[config.mk]
export PLATFORM = sky130hd
export DESIGN_NAME = spi_sample_rx
export DESIGN_NICKNAME = d
export VERILOG_FILES = /design/src/rtl/spi_rx_pkg.sv /design/src/rtl/sample_fifo.sv /design/src/rtl/spi_sample_rx.sv
export SDC_FILE = /design/constraint.sdc
export NUM_CORES = 1
export LEC_CHECK = 0
export CAP_MARGIN = 20
export CORE_ASPECT_RATIO = 0.5
export CORE_MARGIN = 4
export CORE_UTILIZATION = 55
export DETAILED_ROUTE_END_ITERATION = 12
export PLACE_DENSITY = 0.75
export SLEW_MARGIN = 10
export SYNTH_ARGS = -nofsm -noshare
export SYNTH_HDL_FRONTEND = slang
export SYNTH_HIERARCHICAL = 1
export SYNTH_SLANG_ARGS = --single-unit
[constraint.sdc]
create_clock -name CLK_100_000 -period 2.58 [get_ports CLK_100_000]
set_input_delay 0.258 -clock CLK_100_000 [delete_from_list [all_inputs] [get_ports CLK_100_000]]
set_output_delay 0.258 -clock CLK_100_000 [all_outputs]
set_load 0.1 [all_outputs]
[src/rtl/spi_rx_pkg.sv]
// Shared constants for the SPI sample receiver: FSM encodings, nibble bit placement, FIFO default.
package spi_rx_pkg;

  localparam logic [1:0] ST_IDLE  = 2'b00;
  localparam logic [1:0] ST_SHIFT = 2'b01;

  // Arrival order I0, I1, Q0, Q1 lands MSB-first in the nibble
  localparam logic [1:0] NIB_I0 = 2'd3;
  localparam logic [1:0] NIB_I1 = 2'd2;
  localparam logic [1:0] NIB_Q0 = 2'd1;
  localparam logic [1:0] NIB_Q1 = 2'd0;

  localparam int DEF_FIFO_DEPTH = 16;

  function automatic logic [1:0] nib_pos(input logic [1:0] cnt);
    case (cnt)
      2'd0:    nib_pos = NIB_I0;
      2'd1:    nib_pos = NIB_I1;
      2'd2:    nib_pos = NIB_Q0;
      default: nib_pos = NIB_Q1;
    endcase
  endfunction

endpackage

[src/rtl/sample_fifo.sv]
// First-word-fall-through byte FIFO; head reads as 8'h00 when empty.
module sample_fifo #(
  parameter int DEPTH = 16,
  parameter int AW    = $clog2(DEPTH)
) (
  input  logic          i_clk,
  input  logic          i_rst,
  input  logic          i_push,
  input  logic [7:0]    i_wdata,
  input  logic          i_pop,
  output logic [7:0]    o_rdata,
  output logic          o_full,
  output logic          o_empty,
  output logic [AW:0]   o_free
);

  logic [7:0]    r_mem [DEPTH];
  logic [AW-1:0] r_wr, r_rd;
  logic [AW:0]   r_cnt;
  logic          w_wr, w_rd;

  assign o_full  = (r_cnt == (AW+1)'(DEPTH));
  assign o_empty = (r_cnt == '0);
  assign o_free  = (AW+1)'(DEPTH) - r_cnt;
  assign o_rdata = o_empty ? 8'h00 : r_mem[r_rd];

  // A push into a full FIFO is still taken when the head leaves in the same cycle
  assign w_rd = i_pop & ~o_empty;
  assign w_wr = i_push & (~o_full | w_rd);

  always_ff @(posedge i_clk) begin
    if (i_rst) begin
      r_wr  <= '0;
      r_rd  <= '0;
      r_cnt <= '0;
    end else begin
      if (w_wr) r_wr <= r_wr + AW'(1);
      if (w_rd) r_rd <= r_rd + AW'(1);
      case ({w_wr, w_rd})
        2'b10:   r_cnt <= r_cnt + (AW+1)'(1);
        2'b01:   r_cnt <= r_cnt - (AW+1)'(1);
        default: r_cnt <= r_cnt;
      endcase
    end
  end

  always_ff @(posedge i_clk) begin
    if (w_wr) r_mem[r_wr] <= i_wdata;
  end

endmodule

[src/rtl/spi_sample_rx.sv]
// SPI slave receiving 2-bit I/Q GPS samples as nibbles, packed in pairs into a byte FIFO.
// Define SPI_SAMPLE_RX_STATS_EN to add the NIBBLE_COUNT completed-nibble counter output.
module spi_sample_rx
  import spi_rx_pkg::*;
#(
  parameter int FIFO_DEPTH  = DEF_FIFO_DEPTH,
  parameter int SYNC_STAGES = 2
) (
  input  logic        CLK_100_000,
  input  logic        RESET,
  input  logic        MCU_SCK,
  input  logic        MCU_SS,
  input  logic        MCU_MOSI,
  output logic        DATAREADY,
  output logic [7:0]  DATA,
  output logic        DATA_VALID,
  input  logic        DATA_READY,
  output logic        OVERFLOW,
  output logic        FRAME_ERR
`ifdef SPI_SAMPLE_RX_STATS_EN
  ,
  output logic [15:0] NIBBLE_COUNT
`endif
);

  localparam int AW = $clog2(FIFO_DEPTH);

  logic [SYNC_STAGES-1:0] r_sck_sync, r_ss_sync, r_mosi_sync;
  logic       r_sck_prev, r_ss_prev;
  logic [1:0] r_state, r_bitcnt;
  logic [3:0] r_nib, r_hi, w_nib_next;
  logic       r_hi_vld, r_frame_err, r_ovf;
  logic       w_sck, w_ss, w_mosi, w_sck_rise, w_ss_fall, w_ss_rise;
  logic       w_sample, w_nib_done, w_push, w_pop, w_full, w_empty;
  logic [AW:0] w_free;

  // SS idles high so reset leaves no phantom falling edge
  always_ff @(posedge CLK_100_000) begin
    if (RESET) begin
      r_sck_sync  <= '0;
      r_ss_sync   <= '1;
      r_mosi_sync <= '0;
      r_sck_prev  <= 1'b0;
      r_ss_prev   <= 1'b1;
    end else begin
      r_sck_sync  <= {r_sck_sync[SYNC_STAGES-2:0], MCU_SCK};
      r_ss_sync   <= {r_ss_sync[SYNC_STAGES-2:0], MCU_SS};
      r_mosi_sync <= {r_mosi_sync[SYNC_STAGES-2:0], MCU_MOSI};
      r_sck_prev  <= w_sck;
      r_ss_prev   <= w_ss;
    end
  end

  assign w_sck      = r_sck_sync[SYNC_STAGES-1];
  assign w_ss       = r_ss_sync[SYNC_STAGES-1];
  assign w_mosi     = r_mosi_sync[SYNC_STAGES-1];
  assign w_sck_rise = w_sck & ~r_sck_prev;
  assign w_ss_fall  = ~w_ss & r_ss_prev;
  assign w_ss_rise  = w_ss & ~r_ss_prev;

  assign w_sample   = (r_state == ST_SHIFT) & w_sck_rise & ~w_ss;
  assign w_nib_done = w_sample & (r_bitcnt == 2'd3);
  assign w_push     = w_nib_done & r_hi_vld;
  assign w_pop      = DATA_VALID & DATA_READY;

  always_comb begin
    w_nib_next = r_nib;
    w_nib_next[nib_pos(r_bitcnt)] = w_mosi;
  end

  always_ff @(posedge CLK_100_000) begin
    if (RESET) begin
      r_state     <= ST_IDLE;
      r_bitcnt    <= 2'd0;
      r_nib       <= 4'h0;
      r_hi        <= 4'h0;
      r_hi_vld    <= 1'b0;
      r_frame_err <= 1'b0;
      r_ovf       <= 1'b0;
    end else begin
      r_frame_err <= 1'b0;
      case (r_state)
        ST_IDLE: if (w_ss_fall) r_state <= ST_SHIFT;
        ST_SHIFT: begin
          if (w_ss_rise) begin
            // The pending high nibble survives; only partial bits are dropped
            r_state     <= ST_IDLE;
            r_bitcnt    <= 2'd0;
            r_frame_err <= (r_bitcnt != 2'd0);
          end else if (w_sample) begin
            r_nib    <= w_nib_next;
            r_bitcnt <= r_bitcnt + 2'd1;
            if (w_nib_done) begin
              r_hi_vld <= ~r_hi_vld;
              if (!r_hi_vld) r_hi <= w_nib_next;
            end
          end
        end
        default: r_state <= ST_IDLE;
      endcase
      if (w_push && w_full && !w_pop) r_ovf <= 1'b1;
    end
  end

  sample_fifo #(.DEPTH(FIFO_DEPTH), .AW(AW)) u_fifo (
    .i_clk   (CLK_100_000),
    .i_rst   (RESET),
    .i_push  (w_push),
    .i_wdata ({r_hi, w_nib_next}),
    .i_pop   (w_pop),
    .o_rdata (DATA),
    .o_full  (w_full),
    .o_empty (w_empty),
    .o_free  (w_free)
  );

  assign DATA_VALID = ~w_empty;
  assign DATAREADY  = ~RESET & (w_free >= (AW+1)'(2));
  assign OVERFLOW   = r_ovf;
  assign FRAME_ERR  = r_frame_err;

`ifdef SPI_SAMPLE_RX_STATS_EN
  logic [15:0] r_nib_cnt;
  always_ff @(posedge CLK_100_000) begin
    if (RESET)           r_nib_cnt <= 16'h0000;
    else if (w_nib_done) r_nib_cnt <= r_nib_cnt + 16'd1;
  end
  assign NIBBLE_COUNT = r_nib_cnt;
`endif

endmodule

# Word-level counts from Yosys, hierarchy flattened
# Memory sizes are Yosys's and may differ from the RTL's. A register that Yosys moved wholly into a read port is not among the register bits.
# Index checks and enable logic that the tools add are counted.
# totals
inputBits	6
mem_count	1
register_bits	36
ram_bits	128
output_inout_bits	12
word_cells	86
# mem_list
memory	words	word_bits	rd	rd_clocked_by_memory_dff	wr	line_no	source
u_fifo.r_mem	16	8	1	1	1	sample_fifo.sv:17	logic [7:0] r_mem [DEPTH];
# classes
add_sub_neg	6
reduce_logical	16
muxes	15
n_eq_ne	9
n_lt_le_gt_ge	3
bitwise_logic	21
# ops
op	n
AND 1 bit	11
one-hot mux 5 bit (2 select lines)	1
NOT 1 bit	9
adder 4 x 1 -> 4 bit, second input constant	2
two-way mux 2 bit	4
two-way mux 4 bit	2
two-way mux 8 bit	1
== test 2 x 1 -> 1 bit, second input constant	3
== test 2 bit, second input constant	3
one-hot mux 2 bit (3 select lines)	1
nonzero test 2 bit	3
adder 5 x 1 -> 5 bit, second input constant	1
== test 5 bit, second input constant	1
greater-or-equal comparator 5 x 2 -> 1 bit, second input constant	1
zero test 5 bit	1
AND reduction 5 bit	1
subtractor 5 x 1 -> 5 bit, second input constant	1
subtractor 5 bit, first input constant	1
bitwise mux 4 bit	1
zero test 2 bit	2
inequality test 2 bit, second input constant	2
one-hot mux 2 bit (2 select lines)	1
AND reduction 2 bit	2
AND reduction 4 bit	1
other kinds (10)	14

# Depth between registers and ports, before layout
# depth
ltp_word	9
ltp_mapped	13
depth_no_buf	12

# Modules after synthesis
# Netlist, hierarchy kept.
# by_module_without_submodules
mod	n_inst	seq_area_each_um2	area_per_inst_um2	cells_each
sample_fifo	1	4184.0	6134.6	378
spi_sample_rx	1	440.4	942.2	100

# Least setup slack after synthesis
# No wires, ideal clock.
# synth_path
path_kind	flip-flop to flip-flop
from	register u_fifo.r_cnt[0]
to	memory u_fifo.r_mem[7][0], enable pin
path_slack_ps	-220
path_buffers	1
t_arrival_ps	2415
setup_time_ps	385
required_ps	2195
path_stages_with_launch	10
period_less_slack_ps	2800
cell_sequence	dfxtp_1 inv_1 ha_1 nor3b_1 ha_1 nor2b_1 nor2b_2 buf_6 o211ai_1 nor3b_1
# synth_between
elab_chain_len	8
elab_cells_between_ends	10
classes_between	eq/ne (1); mux (2); bitwise (6); reduce/logical (1)
# synth_rtl
element	line_no	source
start: declaration	sample_fifo.sv:19	logic [AW:0] r_cnt;
start signal: assignment	sample_fifo.sv:40	2'b10: r_cnt <= r_cnt + (AW+1)'(1);
start signal: assignment	sample_fifo.sv:41	2'b01: r_cnt <= r_cnt - (AW+1)'(1);
start signal: assignment	sample_fifo.sv:42	default: r_cnt <= r_cnt;
zero test 5 bit	sample_fifo.sv:23	assign o_empty = (r_cnt == '0);
net w_empty	spi_sample_rx.sv:34	logic w_sample, w_nib_done, w_push, w_pop, w_full, w_empty;
NOT 1 bit	spi_sample_rx.sv:117	assign DATA_VALID = ~w_empty;
AND 1 bit	spi_sample_rx.sv:64	assign w_pop = DATA_VALID & DATA_READY;
net w_pop	spi_sample_rx.sv:34	
AND 1 bit	sample_fifo.sv:28	assign w_rd = i_pop & ~o_empty;
OR 1 bit	sample_fifo.sv:29	assign w_wr = i_push & (~o_full | w_rd);
AND 1 bit	sample_fifo.sv:29	
two-way mux 1 bit	sample_fifo.sv:48	if (w_wr) r_mem[r_wr] <= i_wdata;
two-way mux 1 bit (not written as such)	sample_fifo.sv:48	
end: declaration	sample_fifo.sv:17	
# The timed path passes the listed nets, and every way through them passes these cells.

# Final worst setup path
# layout_path
from	register u_fifo.r_cnt[1]
to	output port DATA[4]
# layout_between
elab_chain_len	2
# layout_rtl
element	line_no	source
zero test 5 bit	sample_fifo.sv:23	
net w_empty	spi_sample_rx.sv:34	
two-way mux 8 bit	sample_fifo.sv:25	assign o_rdata = o_empty ? 8'h00 : r_mem[r_rd];
end: declaration	spi_sample_rx.sv:15	output logic [7:0] DATA,
# The timed path passes the listed nets, and every way through them passes these cells.

==> flow_summary.json <==
{
  "outcome": "finished, final reports clean",
  "cts_tree": "done",
  "critical_path.startpoint": "u_fifo/r_cnt[1]",
  "grt_pass1_vias": 4257,
  "gp_congestion": 0.819,
  "hp-start": "MCU_MOSI",
  "clockRootBuffer": "clkbuf_16",
  "whs_ns": 0.384,
  "cp_data_arrival_time_ns": 2.26,
  "diodes": 0,
  "core-area_um2": 12200,
  "p_leak_nw": 2.82,
  "wl_per_cell_um": 19.8,
  "p_int_mw": 4.31,
  "slew_viol_final": 0,
  "maxClockFrequency_mhz": 397,
  "grt_pass1_wl_um": 22400,
  "insertion_delay_ns": 0.43,
  "worst-path-max-fanout": 8,
  "h-tree-depth": 4,
  "slew_headroom_pct": 52.0,
  "totalWireLength_um": 14000,
  "timing.final.crit_share_pct": 97.5,
  "vias_per_cell": 5.78,
  "min_period_ns": 2.52,
  "initial_utilization_pct": 58.0,
  "drive_gt1_share_pct": 22.0,
  "path_class": "register to primary output",
  "final_nets": 553,
  "die-width_um": 168,
  "drv_cap": 0,
  "comb_power_share_pct": 0.8,
  "setup_violations": 0,
  "drc_errors": 0,
  "cts.sinks": 167,
  "switching_share_pct": 20.1,
  "power_density_nw_per_um2": 648,
  "startpoint_type": "register",
  "antenna_found_initial": 0,
  "synth_nets": 501,
  "clock_skew_ns": 0.00798,
  "grt_util_all_layers_pct": 20.1,
  "grt_max_degree": 28,
  "vias": 4086,
  "port_buffers": 17,
  "ios": 18,
  "first_iter_violations": 305,
  "seq_power_share_pct": 53.2,
  "syn_area_um2": 7070,
  "clkPwrFrac_pct": 46.1,
  "syn2layout_area_growth_pct": 17.7,
  "die_y_um": 88.2,
  "dpl.hpwl_um": 8970,
  "p_switching_mw": 1.08,
  "synth_area_per_cell_um2": 14.8,
  "grt_remaining_overflow": 0,
  "cp-end-kind": "primary output",
  "dr.pass1.iters": 5,
  "holdBufCountCts": 0,
  "hp-class": "primary input to register",
  "hold_viol": 0,
  "reg2reg_from": "u_fifo/r_cnt[1]",
  "n_fill_cell": 841,
  "cts_buffer_depth": 2,
  "required_ns": 2.32,
  "worstMarginPinSlew_ns": 0.719,
  "numCtsBuffers": 17,
  "peakVddDrop_mv": 0.424,
  "drtAntennaViolNets": 0,
  "rows": 28,
  "dieArea_um2": 14800,
  "power.total_mw": 5.39,
  "yosysWarnings": 6,
  "rrSetupSlack_ns": 0.16,
  "clk_pin_slew_worst_paths_ns": 0.06,
  "synth_cells": 477
}
## power groups by stage
stage                     sequential [mW]  clock [mW]  combinational, mW
after floorplan                      2.93           0             0.0231
after global placement               2.93           0             0.0420
after detailed placement             2.93           0             0.0422
after CTS                            2.87        2.51             0.0426
after global routing                 2.87        2.63             0.0450
final                                2.87        2.49             0.0419
## path summary, 6_finish.rpt
path,endpoint,cells past startpoint
worst max-delay path,DATA[4],10
worst min-delay path,r_mosi_sync[0],2
worst max register to register,u_fifo/r_cnt[4],11
worst min register to register,r_ss_sync[1],1
## critical path: stages (launching register included)
cell      delay [ns]
dfxtp_2         0.33
inv_2           0.04
ha_2            0.18
nor3b_4         0.16
ha_4            0.18
buf_6           0.12
nor2_2          0.15
buf_4           0.20
o211ai_1        0.12
nand2_1         0.16
buf_12          0.19
## what timing repair did
action,in CTS,in global routing
pin swaps,2,4
buffers inserted,1,0
setup endpoints to repair,10,35
gates resized for setup,10,13
## cell type report
class / instances / area, µm² / share of cell area, %
clock inverter: 14 / 150 / 1.80
clock buffer: 18 / 429 / 5.16
tap: 165 / 206 / 2.48
multi-input combinational: 274 / 2280 / 27.4
inverter: 14 / 53.8 / 0.646
timing repair buffer: 55 / 571 / 6.86
sequential: 167 / 4630 / 55.6
## state kept, by name, indices dropped and copies added, names as in the netlist, 2 cells and up, named ones only
| register | cells |
|---|---|
| u_fifo/r_mem | 128 |
| u_fifo/r_cnt | 5 |
| r_hi | 4 |
| r_nib | 4 |
| u_fifo/r_rd | 4 |
| u_fifo/r_wr | 4 |
| r_bitcnt | 2 |
| r_mosi_sync | 2 |
| r_sck_sync | 2 |
| r_ss_sync | 2 |
## layout by cell type, fill, tap and decap left out, drive strengths merged, types with 5 or more instances in the layout
cell type and instances:
xnor2 6, mux2i 48, buf 50, edfxtp 128, nand2b 8, and3 7
nand2 18, mux4 9, nand3 16, o211ai 7, dfxtp 39, nor3 17
nor3b 7, o21ai 7, clkdlybuf4s50 5, ha 17, a21oi 11, nor2b 11
clkinvlp 5, nor2 27, a22oi 23, inv 17, clkbuf 18
## per-stage QoR
step	utilization (%)	cells	area (µm²)	setup TNS [ns]	setup WS, ns
finish	68.3	707	8320	0	0.0642
global route	68.3	707	8320	-0.00281	-0.00281
CTS	68.0	707	8290	0	0.00498
detailed placement	62.9	674	7670	-0.104	-0.0539
global placement	62.9	674	7670	0	0.0431
floorplan	-	477	7100	-0.231	-0.140
## layer usage
| layer | wire length [µm] | share of wire, % | track usage [%] |
|---|---|---|---|
| met1 | 6370 | 45 | 26.8 |
| met2 | 6680 | 48 | 33.4 |
| met3 | 764 | 5.5 | 4.15 |
| met4 | 190 | 1.4 | 7.66 |
| met5 | 0 | 0 | 0 |
(Power assumes the default switching activity.)
